[src/rtl/iob_ram_tdp_be_sync_if.sv]
`default_nettype none
// ============================================================================
//  Module   : iob_ram_tdp_be_sync_if
//  Purpose  : Bundles both access ports (A and B) of the true dual-port,
//             byte-enabled RAM.
//  Ports    : enX   - port X access enable
//             weX   - port X byte write enables (bit k -> din[8k+7:8k])
//             addrX - port X word address
//             dinX  - port X write data
//             doutX - port X registered read data
//  Modports : master - drives the requests and receives the read data
//             slave  - the RAM side
//  Revision : 1.0 - initial release
// ============================================================================
interface iob_ram_tdp_be_sync_if #(
  parameter int DATA_W = 32,
  parameter int ADDR_W = 4
);
  logic                  enA;
  logic [DATA_W/8-1:0]   weA;
  logic [ADDR_W-1:0]     addrA;
  logic [DATA_W-1:0]     dinA;
  logic [DATA_W-1:0]     doutA;

  logic                  enB;
  logic [DATA_W/8-1:0]   weB;
  logic [ADDR_W-1:0]     addrB;
  logic [DATA_W-1:0]     dinB;
  logic [DATA_W-1:0]     doutB;

  modport master (
    output enA, weA, addrA, dinA,
    output enB, weB, addrB, dinB,
    input  doutA, doutB
  );

  modport slave (
    input  enA, weA, addrA, dinA,
    input  enB, weB, addrB, dinB,
    output doutA, doutB
  );
endinterface
`default_nettype wire

[src/rtl/iob_ram_tdp_be_sync.sv]
`default_nettype none
// ============================================================================
//  Module   : iob_ram_tdp_be_sync
//  Purpose  : True dual-port RAM, single clock, per-byte write enables,
//             read-first registered outputs with synchronous reset.
//  Ports    : clk - system clock, all activity on rising edge
//             rst - synchronous active-high reset (clears read data only)
//             bus - iob_ram_tdp_be_sync_if.slave carrying ports A and B
//  Revision : 1.0 - initial release
// ============================================================================
module iob_ram_tdp_be_sync #(
  parameter int DATA_W = 32,
  parameter int ADDR_W = 4
) (
  input  wire logic              clk,
  input  wire logic              rst,
  iob_ram_tdp_be_sync_if.slave   bus
);
  localparam int NB    = DATA_W / 8;
  localparam int DEPTH = 2 ** ADDR_W;

  logic [DATA_W-1:0] mem_q [DEPTH];

  logic [DATA_W-1:0] dout_a_d, dout_a_q;
  logic [DATA_W-1:0] dout_b_d, dout_b_q;

  // Read data sampled from the array before this edge's writes land,
  // which gives read-first behaviour on both ports.
  always_comb begin
    dout_a_d = dout_a_q;
    dout_b_d = dout_b_q;
    if (bus.enA) dout_a_d = mem_q[bus.addrA];
    if (bus.enB) dout_b_d = mem_q[bus.addrB];
  end

  always_ff @(posedge clk) begin
    if (rst) begin
      dout_a_q <= '0;
      dout_b_q <= '0;
    end else begin
      dout_a_q <= dout_a_d;
      dout_b_q <= dout_b_d;
    end
  end

  // Byte writes. Port B is applied first so that, on a same-address,
  // same-lane collision, port A's later non-blocking assignment wins.
  // Enable is tested before the byte strobe so unknown strobes on an idle
  // port cannot reach the array.
  always_ff @(posedge clk) begin
    if (!rst) begin
      for (int k = 0; k < NB; k++) begin
        if (bus.enB && bus.weB[k]) mem_q[bus.addrB][8*k +: 8] <= bus.dinB[8*k +: 8];
      end
      for (int k = 0; k < NB; k++) begin
        if (bus.enA && bus.weA[k]) mem_q[bus.addrA][8*k +: 8] <= bus.dinA[8*k +: 8];
      end
    end
  end

  assign bus.doutA = dout_a_q;
  assign bus.doutB = dout_b_q;

endmodule
`default_nettype wire

[src/flat_wrapper.sv]
// flat-port wrapper written by rule: the top's interface ports become plain ports
module iob_ram_tdp_be_sync_flat 
#(
  parameter int DATA_W = 32,
  parameter int ADDR_W = 4
)
  (clk, rst, bus_enA, bus_weA, bus_addrA, bus_dinA, bus_enB, bus_weB, bus_addrB, bus_dinB, bus_doutA, bus_doutB);
  iob_ram_tdp_be_sync_if #(.DATA_W(DATA_W), .ADDR_W(ADDR_W)) bus_i ();
  input  wire logic clk;
  input  wire logic rst;
  input wire logic [$bits(bus_i.enA)-1:0] bus_enA;
  input wire logic [$bits(bus_i.weA)-1:0] bus_weA;
  input wire logic [$bits(bus_i.addrA)-1:0] bus_addrA;
  input wire logic [$bits(bus_i.dinA)-1:0] bus_dinA;
  input wire logic [$bits(bus_i.enB)-1:0] bus_enB;
  input wire logic [$bits(bus_i.weB)-1:0] bus_weB;
  input wire logic [$bits(bus_i.addrB)-1:0] bus_addrB;
  input wire logic [$bits(bus_i.dinB)-1:0] bus_dinB;
  output wire logic [$bits(bus_i.doutA)-1:0] bus_doutA;
  output wire logic [$bits(bus_i.doutB)-1:0] bus_doutB;
  assign bus_i.enA = bus_enA;
  assign bus_i.weA = bus_weA;
  assign bus_i.addrA = bus_addrA;
  assign bus_i.dinA = bus_dinA;
  assign bus_i.enB = bus_enB;
  assign bus_i.weB = bus_weB;
  assign bus_i.addrB = bus_addrB;
  assign bus_i.dinB = bus_dinB;
  assign bus_doutA = bus_i.doutA;
  assign bus_doutB = bus_i.doutB;
  iob_ram_tdp_be_sync #(.DATA_W(DATA_W), .ADDR_W(ADDR_W)) u_core (.clk(clk), .rst(rst), .bus(bus_i));
endmodule
[config.mk]
export PLATFORM = sky130hd
export DESIGN_NAME = iob_ram_tdp_be_sync_flat
export DESIGN_NICKNAME = d
export VERILOG_FILES = /design/src/rtl/iob_ram_tdp_be_sync_if.sv /design/src/rtl/iob_ram_tdp_be_sync.sv /design/src/flat_wrapper.sv
export SDC_FILE = /design/constraint.sdc
export NUM_CORES = 1
export LEC_CHECK = 0
export CAP_MARGIN = 20
export CORE_MARGIN = 2
export CORE_UTILIZATION = 55
export DETAILED_ROUTE_END_ITERATION = 6
export GPL_TIMING_DRIVEN = 0
export PLACE_DENSITY = 0.82
export SLEW_MARGIN = 20
export SYNTH_ARGS = -nofsm -noshare
export SYNTH_HDL_FRONTEND = slang
export SYNTH_SLANG_ARGS = --single-unit
export TNS_END_PERCENT = 30
[constraint.sdc]
create_clock -name clk -period 2.7 [get_ports clk]
set_input_delay 0.54 -clock clk [delete_from_list [all_inputs] [get_ports clk]]
set_output_delay 0.54 -clock clk [all_outputs]
set_load 0.05 [all_outputs]
# Yosys cells after proc, flatten, opt, wreduce, memory -nomap -nowiden
# Memories as Yosys holds them, arrays and structs flattened. A register that Yosys moved wholly into a read port is not among the register bits.
# Cells that the tools add are included.
# Widths: inputs -> output; s select.
[totals]
register_bits = 0
ram_bits = 512
inputBits = 84
output_inout_bits = 64
word_cells = 33
mem_count = 1
[op_classes]
muxes = 24
reduce_logical = 8
[memory_table]
columns = ["name", "depth", "width", "rd", "rd_clocked_by_memory_dff", "wr", "line", "source"]
rows = [
  ["u_core.mem_q", 16, 32, 2, 2, 2, "iob_ram_tdp_be_sync.sv:22", "logic [DATA_W-1:0] mem_q [DEPTH];"],
]
[op_table]
columns = ["operator", "n"]
rows = [
  ["$mux 1", 24],
  ["$logic_and 1x1->1", 8],
]

# Depth between registers and ports, before layout
# Gate-level depths: netlist of the first run.
[logic_depth]
depth_word = 4
mapped_depth = 8
depth_no_buf = 4

# Least setup slack after synthesis of the first run
# Ideal clock, no wire load.
[synth_timing]
path_kind = "input-to-reg"
startpoint = "input bus_addrB[1]"
endpoint = "memory u_core.mem_q[6][0] (enable)"
t_arrival_ns = 2.117
t_required_ns = 2.316
setup_slack_ns = 0.199
path_stages = 6
path_cell_list = "buf_4 buf_2 buf_2 nor2b_1 nand2_1 o21ai_0"
[synth_lines]
columns = ["element", "line", "source"]
rows = [
  ["start: declaration", "flat_wrapper.sv:17", "input wire logic [$bits(bus_i.addrB)-1:0] bus_addrB;"],
  ["end: declaration", "iob_ram_tdp_be_sync.sv:22", ""],
]

==> results.toml, run 1 <==
[synthesis]
ys_seq_elements = 576
yosys.area.top_type_share = 0.4690
synth_warnings = 0
async_flop_share = 0
synth_area_um2 = 32780
ys.flop_type = "edfxtp_1"
syn_nets = 2545
syn_avg_cell_area_um2 = 13.32
synthDistinctLibCells = 31
yosysMostFrequentCell = "edfxtp_1"
synth_edf_count = 512
yosysTopAreaCell = "edfxtp_1"
seq_area_frac_synth = 0.5081
synth.area.top_cells = "edfxtp_1, mux2_2, mux2i_1"
synth_commonest_cells = "edfxtp_1, mux2_2, mux2i_1"
syn_inst = 2461

[final_layout]
final_cell_area_um2 = 38500
layout.nets = 2804
drive_gt1_frac = 0.3327
nFillCells = 4194
area_delta_synth_final_pct = 17.43
final_cells = 3545

[cts]
clk_pin_slew_ps = 60
cts_root_buffer = "clkbuf_16"
ctsHtreeMaxLevel = 2
hold_buffers = 0
cts_max_path_buffers = 3
cts_sinks = 576
insertion_delay_ps = 660
cts_tree = "yes"
numCtsBuffers = 60

[die]
fp.dieW_um = 248.1
initial_core_util = 0.5555
die_h_um = 248.1
core-area_um2 = 59020
dieArea_um2 = 61580
rows = 89
ios = 148

[setup_path]
r2r_slack_ps = 1120
path_class = "input port to flip-flop"
reg2regPathDepth = 4
reg2reg_to = "u_core.bus.doutA[10]"
cp_max_fo = 10
cp-end-kind = "flip-flop"
cp_data_arrival_time_ps = 3360
startpoint_type = "input port"
r2r_start = "u_core.mem_q[14][10]"
cp.required_ps = 3000

[pwr]
pwr-share-seq = 0.468
peakVddDrop_mv = 0.5019
p_sw_mw = 5.606
intPower_mw = 15.78
swShare = 0.2622
p_leak_nw = 13.48
clockPowerShare = 0.390
p_per_area_nw_per_um2 = 555.4
combPwrFrac = 0.142

[routing]
viasPerCell = 7.312
routed_wl_um = 121300
first_iter_violations = 4370
route.detailed.drc = 1
vias = 25922
wl_per_cell_um = 34.23
ant_nets = 0
dr.pass1.iters = 7

[sta]
rsz0062_at_grt = "yes"
hold_violations = 0
post-route-min-period_ps = 3059
hold-worst-slack_ps = 490.4
fin_skew_ps = 23.17
fmax_ghz = 0.3269
setup_slack_ps = -359.1
maxSlewHeadroom = 0.1792
slew_violations = 0
worst_pin_slew_ps = 1231
finalCritPeriodShare = 1.133
setup_viol = 298

[placement]
dp.cells = 3410
dp_hpwl_um = 82650
place.gp.congestion = 1.033
io_buffers = 142
placed_area_um2 = 35580

[grt]
antenna_found_initial = 2
grt_pass1_vias = 25354
grt_max_degree = 16
track_usage = 0.3886
overflow = 0
grt_first_pass_wirelength_um = 169400

[status]
status = "complete, but fails checks"
violations = "DRC, setup timing"

[hold_path]
hold_path.startpoint = "u_core.bus.doutB[19]"
holdPathEnd = "u_core.bus.doutB[19]"
min_path_cells = 2
hp-class = "flip-flop to flip-flop"

[flow_run]
drv_cap = 0
## timing repair
| item | in CTS | in global routing |
|---|---|---|
| resized for setup | 85 | 66 |
| setup buffers | 7 | 15 |
| setup endpoints to repair | 495 | 654 |
| pin swaps | 6 | 10 |
## worst max-delay path, cell delays in order
cell and delay, ps:
clkdlybuf4s50_1 610, buf_2 310, nor3_1 660, nand2_1 710, o21ai_4 510
## kinds of logic (layout without fill, tap and decap cells)
family                 after synthesis  after routing  synth area share
AND/OR/NAND/NOR                    383            383           0.05484
other                                0              1                 0
AO/OA/AOI/OAI                      320            320           0.06916
buffers and inverters              222            532           0.03088
flip-flops                         576            576            0.5081
multiplexers                       960            960            0.3371
## registers in the layout, indices dropped and copies added, names as in the netlist
register and cells:
u_core.mem_q 512, u_core.bus.doutA 32, u_core.bus.doutB 32
## routing by layer
metal  wire length [um]  vias to the layer above  global-route usage  share of wire
met5                 17                        -                   0        0.00014
li1                   -                    10228                   -              -
met4               8810                        2              0.2194          0.073
met2              52160                     2411              0.5846           0.43
met3              18440                      599              0.1379           0.15
met1              41900                    12682              0.4887           0.35
## power by group through the flow
stage	Clock, mW	Combinational [mW]	Sequential, mW
detailed placement	0	2.82	10.2
global placement	0	2.72	10.2
CTS	8.24	2.88	9.99
floorplan	0	1.51	10.4
global route	8.62	3.11	10.0
finish	8.35	3.04	10.0
## how the worst max path moves through the flow
stage / start / endpoint / slack (ps) / depth (start not counted)
detailed placement: bus_addrB[0] / u_core.mem_q[15][15] / -1720 / 7
finish: bus_addrA[0] / u_core.mem_q[4][26] / -360 / 5
floorplan: bus_addrB[1] / u_core.mem_q[6][0] / 200 / 6
global route: bus_addrA[0] / u_core.mem_q[4][26] / -210 / 5
CTS: bus_enA / u_core.mem_q[14][28] / -220 / 6
global placement: bus_addrB[0] / u_core.mem_q[3][17] / -2290 / 7
## layout make-up
cell class | count | area, um2 | area share
Clock buffer | 88 | 1708 | 0.04436
Clock inverter | 25 | 224.0 | 0.005817
Multi-Input combinational cell | 1663 | 15900 | 0.4130
Sequential cell | 576 | 16660 | 0.4326
Tap cell | 773 | 967.2 | 0.02512
Buffer | 221 | 1031 | 0.02678
Timing Repair Buffer | 198 | 2011 | 0.05223
Antenna cell | 1 | 2.502 | 0.00006500
## cells in the final DEF (no fill, tap or decap), drive strengths merged
cell,instances
nand3b,3
nor3b,3
or3b,4
a2bb2oi,64
or3,2
a311oi,64
bufinv,4
dfxtp,64
and2,6
edfxtp,512
clkdlybuf4s50,142
nor2,151
clkinv,19
inv,2
o22ai,148
nand2,110
nor2b,9
clkbuf,233
nor3,2
mux2i,384
nand2b,1
diode,1
mux2,512
o21ai,44
mux4,64
nor4,1
nand3,91
buf,132
## per-stage QoR
step / total power [mW] / setup WS (ps) / utilization / TNS, ps
after floorplan: 11.92 / 198.8 / - / 0
after global placement: 12.89 / -2291 / 0.5960 / -1050080
after detailed placement: 13.00 / -1718 / 0.6028 / -807390
after CTS: 21.12 / -220.8 / 0.6447 / -10520
after global routing: 21.74 / -213.4 / 0.6523 / -11760
final: 21.38 / -359.1 / 0.6523 / -29100
(Power assumes the default switching activity.)
==> run 2: changes to the inputs <==
--- a/config.mk
+++ b/config.mk
@@ -10,6 +10,7 @@
 export CORE_UTILIZATION = 55
 export DETAILED_ROUTE_END_ITERATION = 6
 export GPL_TIMING_DRIVEN = 0
+export HOLD_SLACK_MARGIN = 0.15
 export PLACE_DENSITY = 0.82
 export SLEW_MARGIN = 20
 export SYNTH_ARGS = -nofsm -noshare
==> constraint.sdc (replaced) <==
create_clock -name clk -period 3.6 [get_ports clk]
set_input_delay 0.72 -clock clk [delete_from_list [all_inputs] [get_ports clk]]
set_output_delay 0.72 -clock clk [all_outputs]
set_load 0.05 [all_outputs]
==> results.toml, run 2 (same netlist as run 1, synthesis figures left out) <==
[setup_path]
path_cells = "clkdlybuf4s50_1, buf_2, and2_1, clkbuf_1, clkbuf_2, nand3_1, o22ai_2"
startpoint_type = "input port"
slowest_delay_ps = 830
cp-end-kind = "flip-flop"
cp_data_arrival_time_ps = 4150
cp_max_fo = 10
critical_path_buf_inv_count = 4
cp_slowest_cell = "o22ai_2"
path_delay_family = "buffers and inverters"
cp.required_ps = 3880
path_class = "input port to flip-flop"

[pwr]
combPwrFrac = 0.139
clockPowerShare = 0.392
p_per_area_nw_per_um2 = 425.2
peakVddDrop_mv = 0.3786
intPower_mw = 11.82
p_leak_nw = 13.19
p_sw_mw = 4.163
swShare = 0.2606
pwr-share-seq = 0.469

[sta]
hold_violations = 0
rsz0062_at_grt = "yes"
fin_skew_ps = 23.19
fmax_ghz = 0.2581
setup_slack_ps = -274.8
setup_viol = 97
slew_violations = 0
post-route-min-period_ps = 3875
worst_pin_slew_ps = 1194
maxSlewHeadroom = 0.2042
finalCritPeriodShare = 1.076
hold-worst-slack_ps = 489.4

[die]
core-area_um2 = 59020
rows = 89
die_h_um = 248.1
dieArea_um2 = 61580
initial_core_util = 0.5555
ios = 148
fp.dieW_um = 248.1

[final_layout]
final_cells = 3524
utilization = 0.6367
regMostFlops = "u_core.mem_q"
area_delta_synth_final_pct = 14.63
drive_gt1_frac = 0.2996
layout_commonest_cell = "edfxtp_1"
largest_reg_flops = 512
layout_common_cells = "edfxtp_1, mux2_2, mux2i_1"
layout.nets = 2783
final_cell_area_um2 = 37580
nFillCells = 4337

[cts]
insertion_delay_ps = 660
cts_root_buffer = "clkbuf_16"
hold_buffers = 0
cts_max_path_buffers = 3
numCtsBuffers = 60
clk_pin_slew_ps = 60
cts_sinks = 576
ctsHtreeMaxLevel = 2
cts_tree = "yes"

[routing]
routed_wl_um = 120300
wl_per_cell_um = 34.14
viasPerCell = 7.260
vias = 25586
first_iter_violations = 4012
dr.pass1.iters = 7
ant_nets = 0
route.detailed.drc = 0

[hold_path]
hp-class = "flip-flop to flip-flop"

[placement]
place.gp.congestion = 1.033
io_buffers = 142
dp_hpwl_um = 82650
placed_area_um2 = 35580
dp.cells = 3410

[grt]
grt_max_degree = 16
grt_first_pass_wirelength_um = 168800
grt_pass1_vias = 25205
overflow = 0
antenna_found_initial = 3
track_usage = 0.3873

[status]
violations = "setup timing"
status = "complete, but fails checks"

[flow_run]
drv_cap = 0
-- run 2: cell count changes in the layout (fill, tap and decap cells not counted), sizes merged --
cell and change:
buf -21
-- run 2: per-layer routing --
| metal | vias up | GRT usage | share of wire |
|---|---|---|---|
| li1 | 10192 | - | - |
| met1 | 12447 | 0.4907 | 0.35 |
| met2 | 2381 | 0.5807 | 0.43 |
| met3 | 558 | 0.1340 | 0.15 |
| met4 | 8 | 0.2201 | 0.068 |
| met5 | - | 0 | 0.0014 |
-- run 2: repair_timing --
item | 4_1_cts | 5_1_grt
gates resized for setup | 5 | 9
endpoints found under the setup margin | 107 | 112
buffers inserted | 0 | 0
-- run 2: worst min-delay path, stage by stage (launching register included) --
cell and delay, ps:
dfxtp_1 310, nor2_1 80, a311oi_1 50
-- run 2: worst paths after layout --
check | startpoint | to | slack (ps) | cells past startpoint
max | bus_addrB[0] | u_core.mem_q[15][16] | -270 | 7
min reg2reg | u_core.bus.doutA[8] | u_core.bus.doutA[8] | 490 | 2
min | u_core.bus.doutA[8] | u_core.bus.doutA[8] | 490 | 2
max reg2reg | u_core.mem_q[14][10] | u_core.bus.doutA[10] | 2010 | 4
-- run 2: cell type report --
cell class	instances	area, um2	share of cell area
Timing Repair Buffer	176	1695	0.04511
Tap cell	773	967.2	0.02574
Clock inverter	25	224.0	0.005960
Clock buffer	88	1708	0.04545
Multi-Input combinational cell	1663	15310	0.4074
Buffer	222	1016	0.02704
Antenna cell	1	2.502	0.00006659
Sequential cell	576	16660	0.4432
-- run 2: power by group through the flow --
stage,clock network (mW),registers [mW],logic [mW]
floorplan,0,7.81,1.13
global placement,0,7.63,2.04
detailed placement,0,7.63,2.11
CTS,6.18,7.50,2.13
global route,6.46,7.51,2.28
finish,6.26,7.50,2.22
-- run 2: through the flow --
| step | setup TNS, ps | setup slack (ps) | power, mW |
|---|---|---|---|
| 2_1_floorplan | 0 | 918.8 | 8.943 |
| 3_3_place_gp | -459790 | -1571 | 9.671 |
| 3_5_place_dp | -183950 | -997.7 | 9.749 |
| 4_1_cts | -465.3 | -48.24 | 15.81 |
| 5_1_grt | -711.0 | -63.86 | 16.24 |
| 6_report | -10450 | -274.8 | 15.98 |
